<file path="src/rtl/unet_ip_relu_requant.sv">
`default_nettype none
// ============================================================================
//  Module      : unet_ip_relu_requant
//  Description : Streams a CHW feature map out of the conv accumulator buffer,
//                applies ReLU, an arithmetic requantize right-shift and an
//                unsigned upper clamp, then writes the result into the
//                activation buffer read by the maxpool stage. One element per
//                cycle, three-stage read/register/write pipeline.
//  Revision    : 1.0 - initial release
// ============================================================================
module unet_ip_relu_requant (
  input  logic        clk,
  input  logic        rst,
  input  logic        start,
  input  logic [6:0]  channels,
  input  logic [6:0]  height,
  input  logic [6:0]  width,
  input  logic [2:0]  shift,
  input  logic [11:0] cap,
  output logic [14:0] input_rsc_radr,
  output logic        input_rsc_re,
  input  logic [11:0] input_rsc_q,
  output logic        input_rsc_clken,
  output logic        input_triosy_lz,
  output logic [14:0] output_rsc_wadr,
  output logic [11:0] output_rsc_d,
  output logic        output_rsc_we,
  output logic        output_rsc_clken,
  output logic        output_triosy_lz,
  output logic        busy,
  output logic        done,
  output logic        err
);

  // Largest feature map the 15-bit address space can hold.
  localparam logic [20:0] c_MAX_ELEMS = 21'd32768;

  typedef enum logic [1:0] {
    ST_IDLE  = 2'd0,
    ST_RUN   = 2'd1,
    ST_DRAIN = 2'd2,
    ST_DONE  = 2'd3
  } state_t;

  state_t      r_state;

  // Parameters captured when a run is accepted.
  logic [14:0] r_last;
  logic [2:0]  r_shift;
  logic [11:0] r_cap;

  // Read side (stage 1).
  logic [14:0] r_radr;
  logic        r_re;

  // Read-data return stage (stage 2): tracks which address q belongs to.
  logic        r_rd_vld;
  logic [14:0] r_rd_adr;

  // Write side (stage 3).
  logic [14:0] r_wadr;
  logic [11:0] r_d;
  logic        r_we;

  // Status.
  logic        r_busy;
  logic        r_done;
  logic        r_err;

  // Element count at full width so oversized maps cannot alias into range.
  logic [20:0] w_n;
  logic        w_valid;
  logic [14:0] w_last;

  // Datapath.
  logic [10:0] w_shifted;
  logic [11:0] w_relu;
  logic [11:0] w_d;

  assign w_n     = 21'(channels) * 21'(height) * 21'(width);
  assign w_valid = (channels != 7'd0) && (height != 7'd0) && (width != 7'd0)
                   && (w_n <= c_MAX_ELEMS);
  // Only the low 15 bits matter once N is known valid; N=32768 yields 0-1=32767.
  assign w_last  = w_n[14:0] - 15'd1;

  // Negative values clamp to zero, so only the 11 magnitude bits of a
  // non-negative sample are ever shifted; the result never exceeds 2047.
  assign w_shifted = input_rsc_q[10:0] >> r_shift;
  assign w_relu    = input_rsc_q[11] ? 12'd0 : {1'b0, w_shifted};
  assign w_d       = (w_relu > r_cap) ? r_cap : w_relu;

  // Control FSM: parameter capture, read address generation and status pulses.
  always_ff @(posedge clk) begin
    if (rst) begin
      r_state <= ST_IDLE;
      r_last  <= 15'd0;
      r_shift <= 3'd0;
      r_cap   <= 12'd0;
      r_radr  <= 15'd0;
      r_re    <= 1'b0;
      r_busy  <= 1'b0;
      r_done  <= 1'b0;
      r_err   <= 1'b0;
    end else begin
      r_done <= 1'b0;
      case (r_state)
        ST_IDLE: begin
          if (start) begin
            if (w_valid) begin
              r_last  <= w_last;
              r_shift <= shift;
              r_cap   <= cap;
              r_err   <= 1'b0;
              r_re    <= 1'b1;
              r_radr  <= 15'd0;
              r_busy  <= 1'b1;
              r_state <= ST_RUN;
            end else begin
              // Rejected run: no memory traffic, report straight away.
              r_err   <= 1'b1;
              r_done  <= 1'b1;
              r_state <= ST_DONE;
            end
          end
        end
        ST_RUN: begin
          if (r_radr == r_last) begin
            // Final read has been issued; park the address at zero.
            r_re    <= 1'b0;
            r_radr  <= 15'd0;
            r_state <= ST_DRAIN;
          end else begin
            r_radr  <= r_radr + 15'd1;
          end
        end
        ST_DRAIN: begin
          // The pipeline is empty once no read data is in flight; the write
          // being presented this cycle is the last one.
          if (!r_rd_vld) begin
            r_busy  <= 1'b0;
            r_done  <= 1'b1;
            r_state <= ST_DONE;
          end
        end
        ST_DONE: begin
          r_state <= ST_IDLE;
        end
        default: begin
          r_state <= ST_IDLE;
        end
      endcase
    end
  end

  // Pipeline: remember the read address for the returning data, then write
  // the requantized value one cycle later. Idle cycles drive zeros.
  always_ff @(posedge clk) begin
    if (rst) begin
      r_rd_vld <= 1'b0;
      r_rd_adr <= 15'd0;
      r_we     <= 1'b0;
      r_wadr   <= 15'd0;
      r_d      <= 12'd0;
    end else begin
      r_rd_vld <= r_re;
      r_rd_adr <= r_radr;
      r_we     <= r_rd_vld;
      r_wadr   <= r_rd_vld ? r_rd_adr : 15'd0;
      r_d      <= r_rd_vld ? w_d : 12'd0;
    end
  end

  assign input_rsc_radr   = r_radr;
  assign input_rsc_re     = r_re;
  assign input_rsc_clken  = r_busy;
  assign input_triosy_lz  = r_done;
  assign output_rsc_wadr  = r_wadr;
  assign output_rsc_d     = r_d;
  assign output_rsc_we    = r_we;
  assign output_rsc_clken = r_busy;
  assign output_triosy_lz = r_done;
  assign busy             = r_busy;
  assign done             = r_done;
  assign err              = r_err;

endmodule
`default_nettype wire

</file>
<file path="config.mk">
export PLATFORM = sky130hd
export DESIGN_NAME = unet_ip_relu_requant
export DESIGN_NICKNAME = d
export VERILOG_FILES = /design/src/rtl/unet_ip_relu_requant.sv
export SDC_FILE = /design/constraint.sdc
export NUM_CORES = 1
export LEC_CHECK = 0
export CORE_MARGIN = 1
export CORE_UTILIZATION = 70
export DETAILED_ROUTE_END_ITERATION = 10
export DONT_BUFFER_PORTS = 1
export GPL_TIMING_DRIVEN = 0
export PLACE_DENSITY_LB_ADDON = 0.12
export SLEW_MARGIN = 20
export SYNTH_ARGS = -nofsm -noshare
export SYNTH_HDL_FRONTEND = slang
export SYNTH_SLANG_ARGS = --single-unit
</file>
<file path="constraint.sdc">
create_clock -name clk -period 30.9 [get_ports clk]
set_input_delay 3.09 -clock clk [delete_from_list [all_inputs] [get_ports clk]]
set_output_delay 3.09 -clock clk [all_outputs]
set_load 0.005 [all_outputs]
</file>
### Word-level counts from Yosys, hierarchy flattened

Cells that the tools add are included.

| word-level totals | value |
|---|---|
| logic and storage cells | 67 |
| bits in registers | 95 |

| cells by class | value |
|---|---|
| shift-type cells | 1 |
| equality and inequality tests | 8 |
| order comparisons | 2 |
| multipliers | 2 |
| reduce and logical (&&, ||, !) cells | 16 |
| add/subtract/negate cells | 2 |
| bitwise logic cells | 1 |
| muxes and demuxes | 21 |

Operators with widths:

| operator | number |
|---|---|
| 2-to-1 mux 15 bit | 3 |
| one-hot mux 15 bit (2 select lines) | 1 |
| less-or-equal comparator 21 x 16 -> 1 bit, second input constant | 1 |
| multiplier 14 x 7 -> 21 bit | 1 |
| nonzero test 7 bit | 3 |
| adder 15 x 1 -> 15 bit, second input constant | 1 |
| equality test 15 bit | 1 |
| subtractor 15 x 1 -> 15 bit, second input constant | 1 |
| multiplier 7 x 7 -> 14 bit | 1 |
| greater-than comparator 11 x 12 -> 1 bit | 1 |
| 2-to-1 mux 12 bit | 1 |
| 2-to-1 mux 11 bit | 1 |
| right shift 11 x 3 -> 11 bit | 1 |
| AND reduction 3 bit | 3 |
| 2-to-1 mux 2 bit | 4 |
| != test 2 bit, second input constant | 4 |
| one-hot mux 2 bit (4 select lines) | 1 |
| AND reduction 4 bit | 2 |
| 2-to-1 mux 1 bit | 7 |
| one-hot mux 1 bit (2 select lines) | 3 |
| equality test 2 bit, second input constant | 2 |
| nonzero test 2 bit | 2 |
| logical AND 1 bit | 3 |
| equality test 2 x 1 -> 1 bit, second input constant | 1 |
| 4 further kinds | 4 |

### Logic depth before layout (Yosys ltp)

| logic depth | value |
|---|---|
| depth in word-level cells | 7 |
| mapped depth | 37 |
| mapped depth without buffers | 33 |

### Least setup slack after synthesis

No wires, ideal clock.

| timing path | value |
|---|---|
| kind | input-to-reg |
| start | input channels[0] |
| end | register r_radr[14] (netlist: input_rsc_radr[14]) |
| path slack | 18.659 ns |
| data required time | 30.830 ns |
| data arrival time | 12.171 ns |
| stages | 34 |
| setup time | 0.070 ns |
| path through | clkbuf_1 > nand2_1 > fa_1 > fa_1 > inv_1 > fa_1 > inv_1 > fa_1 > inv_1 > ha_1 > a21boi_0 > o21ai_0 > a21boi_0 > o21ai_0 > nand2_1 > o311ai_0 > and2_1 > fa_1 > fa_1 > fa_1 > inv_1 > fa_1 > inv_1 > ha_1 > clkbuf_1 > nand2_1 > a31o_2 > o21ai_0 > xor2_1 > o41ai_4 > a31oi_1 > buf_2 > or4_1 > a21oi_1 |

| on the way | value |
|---|---|
| cells in the longest elaborated chain, start to end | 6 |
| elaborated cells on any way between the ends | 9 |

Ends and longest elaborated chain:

| item | RTL line | text |
|---|---|---|
| start, declared | 15 | `input logic [6:0] channels,` |
| multiplier 7 x 7 -> 14 bit / nonzero test 7 bit (equally long branches) | 80, 81 |  |
| multiplier 14 x 7 -> 21 bit / logical AND 1 bit (equally long branches) | 80, 81 |  |
| less-or-equal comparator 21 x 16 -> 1 bit / logical AND 1 bit (equally long branches) | 82, 81 |  |
| logical AND 1 bit * | 82 | `&& (w_n <= c_MAX_ELEMS);` |
| != test 2 bit (no source line) * | -- |  |
| AND reduction 3 bit (no source line) * | -- |  |
| end signal, assigned | 133 | `r_radr <= r_radr + 15'd1;` |
| end, declared | 53 | `logic [14:0] r_radr;` |

Mark *: on every way between the ends. The rest lies on a longest branch, timed or not.
A chain may end at the register's enable or synchronous reset.

### Worst setup path in the final report

| timing path | value |
|---|---|
| start | input channels[0] |
| end | register r_radr[7] (netlist: input_rsc_radr[7]) |

The elaborated chain is that of the path after synthesis.

==> key figures <==
Outcome
  – Outcome: completed

Global routing
  – Antenna violations before repair: 0
  – Total congestion overflow: 0
  – First-pass GRT wire length: 35.2 mm
  – Gr usage total: 30.7%
  – Largest net degree at the start of global routing: 19
  – Via count of the first global-routing pass: around 7600

Logic synthesis
  – Area contributors post-synth: dfxtp_1, fa_1, ha_1
  – Synthesis-stage register bit count: between 90 and 100
  – Synthesis Warnings: 0
  – Cell variety after synth: approximately 70
  – Synth Area per Inst: approximately 8.5 um2
  – Synthesized area: roughly 9600 um2
  – EDFF count, synth: 0
  – Ys async rst share: 0%
  – Net Count, Synth: ~1300
  – Top FF cell, synth: dfxtp_1
  – Post-synth top area share: about a fifth
  – Register area share after synthesis: between 10% and 20%
  – Post-synth top area cell: dfxtp_1
  – Post-Syn Instances: 1125

CTS
  – Worst skew pair latency: around 340 ps
  – CTS Hold Bufs: 0
  – Clk buf depth: 2
  – CTS tree: done
  – Clock tree root buffer cell: clkbuf_16
  – Worst-path clk slew: approximately 70 ps
  – TritonCTS Buffers: 9
  – Post-cts resize count: 0
  – H-tree depth: 3
  – Setup bufs post-CTS: 0
  – CTS sink cnt: 95

Cells and area
  – Layout net count: ~1400
  – Area growth, synth to finish: 5.34%
  – ANT cells: 0
  – Share of post-route cells with drive strength above 1: under 10%
  – Fillcell total: 991

Route
  – First DRT Iteration DRCs: 585
  – Wire per inst: 16.0 um
  – Pre-antenna DRT Iters: 5
  – DRC errors left: 0
  – Drt via density: 5.90
  – Via count: 7772
  – Routed Antenna Nets: 0
  – Final wirelength: around 21 mm

Die
  – Core area: about 13000 um2
  – Row cnt: 42
  – Initial core utilization: between 70% and 80%
  – Chip height: between 100 and 150 um
  – Die area: 14100 um2
  – Die width: between 100 and 150 um
  – Io pins: ~100

STA
  – Worst Skew: about 5.2 ps
  – Relative slew slack: between 30 and 40%
  – Final setup vio count: 0
  – Max-slew violations: 0
  – Final hold vios: 0
  – Fin crit share: a little over two fifths
  – RSZ-0062 raised after global routing: false
  – Minimum clock period: approximately 13000 ps
  – Max Freq: between 70 and 80 MHz
  – Sum Neg Setup Slack: 0 ps
  – Least-Margin Pin Slew: around 940 ps

Placed design
  – # port buffers: 0
  – DP HPWL: ~17 mm
  – RePlAce Congestion: just over 0.9

Hold path
  – HP Class: flip-flop to flip-flop

Critical path
  – R2R depth: 16
  – Worst Path Max Fanout: 10
  – Arr. time, crit path: approximately 14000 ps
  – CP Capture Type: flip-flop
  – Crit path max-delay cell type: fa_1
  – CP peak stage delay: between 500 and 600 ps
  – R2r endpoint: output_rsc_d[3]$_SDFF_PP0_
  – FF-to-FF Start: r_shift[1]$_SDFFE_PP0P_
  – Most used cell, CP: fa_1
  – R2R setup slack: around 27000 ps
  – CP Capture Point: input_rsc_radr[7]$_SDFFE_PP0P_
  – Setup crit start: channels[0]
  – WP data required: approximately 31000 ps
  – CP Launch Type: primary input
  – Crit Path Category: primary input to flip-flop

Flow run
  – MaxCap Viol Count: 0
==> cells in the final DEF, fill, tap and decap left out, types with 9 or more instances in the layout <==
cell       count
nand3_1       14
nor4_1        10
nor2b_1       28
and2_1       114
o21ai_0       28
fa_1          83
nor3_1        13
ha_1          87
a21o_1        14
inv_1        113
nand2_1      114
buf_2          9
xnor2_1       21
xor2_1        23
nor2_1        79
dfxtp_1       95
nand2b_1      16
mux2i_1       20
a211oi_1      15
clkbuf_16      9
a21oi_1       57
clkbuf_1      36
and3_1        16
==> area by class of cell <==
type / count / area, um2 / share of cell area [%]
buffer: 51 / 224 / 2.23
sequential: 95 / 1900 / 18.9
clock buffer: 9 / 225 / 2.24
multi-input combinational: 866 / 7000 / 69.6
timing repair buffer: 1 / 5.00 / 0.0497
inverter: 113 / 424 / 4.21
clock inverter: 7 / 60.1 / 0.597
tap: 176 / 220 / 2.19
==> cell usage after synthesis, types with 14 or more instances <==
cell type and count:
nand2_1 114, nand2b_1 16, clkbuf_1 36, a21o_1 14, a21oi_1 57, dfxtp_1 95, nor2b_1 28, nor2_1 79
and3_1 16, mux2i_1 20, o21ai_0 28, nand3_1 14, inv_1 113, xor2_1 23, and2_1 114, ha_1 87
fa_1 83, a211oi_1 15, xnor2_1 21
==> per-stage QoR <==
stage | setup slack (ps) | std cells | util (%) | hold slack, ps | instance area (um2)
after floorplan | 18660 | 1125 | - | 406 | 9550
after global placement | 16890 | 1301 | 73.5 | 407 | 9770
after detailed placement | 17560 | 1302 | 73.6 | 411 | 9780
after CTS | 17870 | 1318 | 75.7 | 428 | 10100
after global routing | 17100 | 1318 | 75.7 | 444 | 10100
final | 17660 | 1318 | 75.7 | 421 | 10100
==> registers in the layout (all words and copies together), names as in the netlist <==
name / flops
input_rsc_radr: 15
output_rsc_wadr: 15
r_last: 15
r_rd_adr: 15
output_rsc_d: 12
r_cap: 12
r_shift: 3
r_state: 2
busy: 1
done: 1
err: 1
input_rsc_re: 1
output_rsc_we: 1
r_rd_vld: 1
==> logic make-up after synthesis <==
logic type,synth area share (%)
AO/OA/AOI/OAI,12.6
XOR/XNOR,4.03
adder cells (fa/ha/maj),28.8
buffers and inverters,6.78
flip-flops,19.9
multiplexers,3.51
other,0.0392
AND/OR/NAND/NOR,24.3
==> worst max-delay path, delay by kind of cell <==
kind | cells | cell delay [ps]
AO/OA/AOI/OAI | 11 | 3270
adder cells (fa/ha/maj) | 10 | 4630
buffers and inverters | 10 | 1850
AND/OR/NAND/NOR | 5 | 630
==> worst min path at each step <==
| stage | startpoint | endpoint | slack [ps] | cells past startpoint |
|---|---|---|---|---|
| floorplan | r_rd_adr[0]$_SDFF_PP0_ | output_rsc_wadr[0]$_SDFF_PP0_ | 410 | 1 |
| global placement | r_rd_adr[10]$_SDFF_PP0_ | output_rsc_wadr[10]$_SDFF_PP0_ | 410 | 1 |
| detailed placement | r_rd_adr[8]$_SDFF_PP0_ | output_rsc_wadr[8]$_SDFF_PP0_ | 410 | 1 |
| CTS | r_rd_adr[8]$_SDFF_PP0_ | output_rsc_wadr[8]$_SDFF_PP0_ | 430 | 1 |
| global route | r_rd_adr[3]$_SDFF_PP0_ | output_rsc_wadr[3]$_SDFF_PP0_ | 440 | 1 |
| finish | r_rd_adr[8]$_SDFF_PP0_ | output_rsc_wadr[8]$_SDFF_PP0_ | 420 | 1 |
==> layer usage <==
layer | routed length, um | vias up | global-route usage, % | share of wire, %
met5 | 0 | - | 0 | 0
met2 | 10400 | 230 | 53.7 | 49
met3 | 1230 | 43 | 4.89 | 5.8
li1 | - | 3784 | - | -
met1 | 8940 | 3715 | 37.9 | 42
met4 | 573 | 0 | 11.8 | 2.7
Power is not shown: default switching activity piles up to over one toggle a cycle in this logic, so the estimate is an artifact.
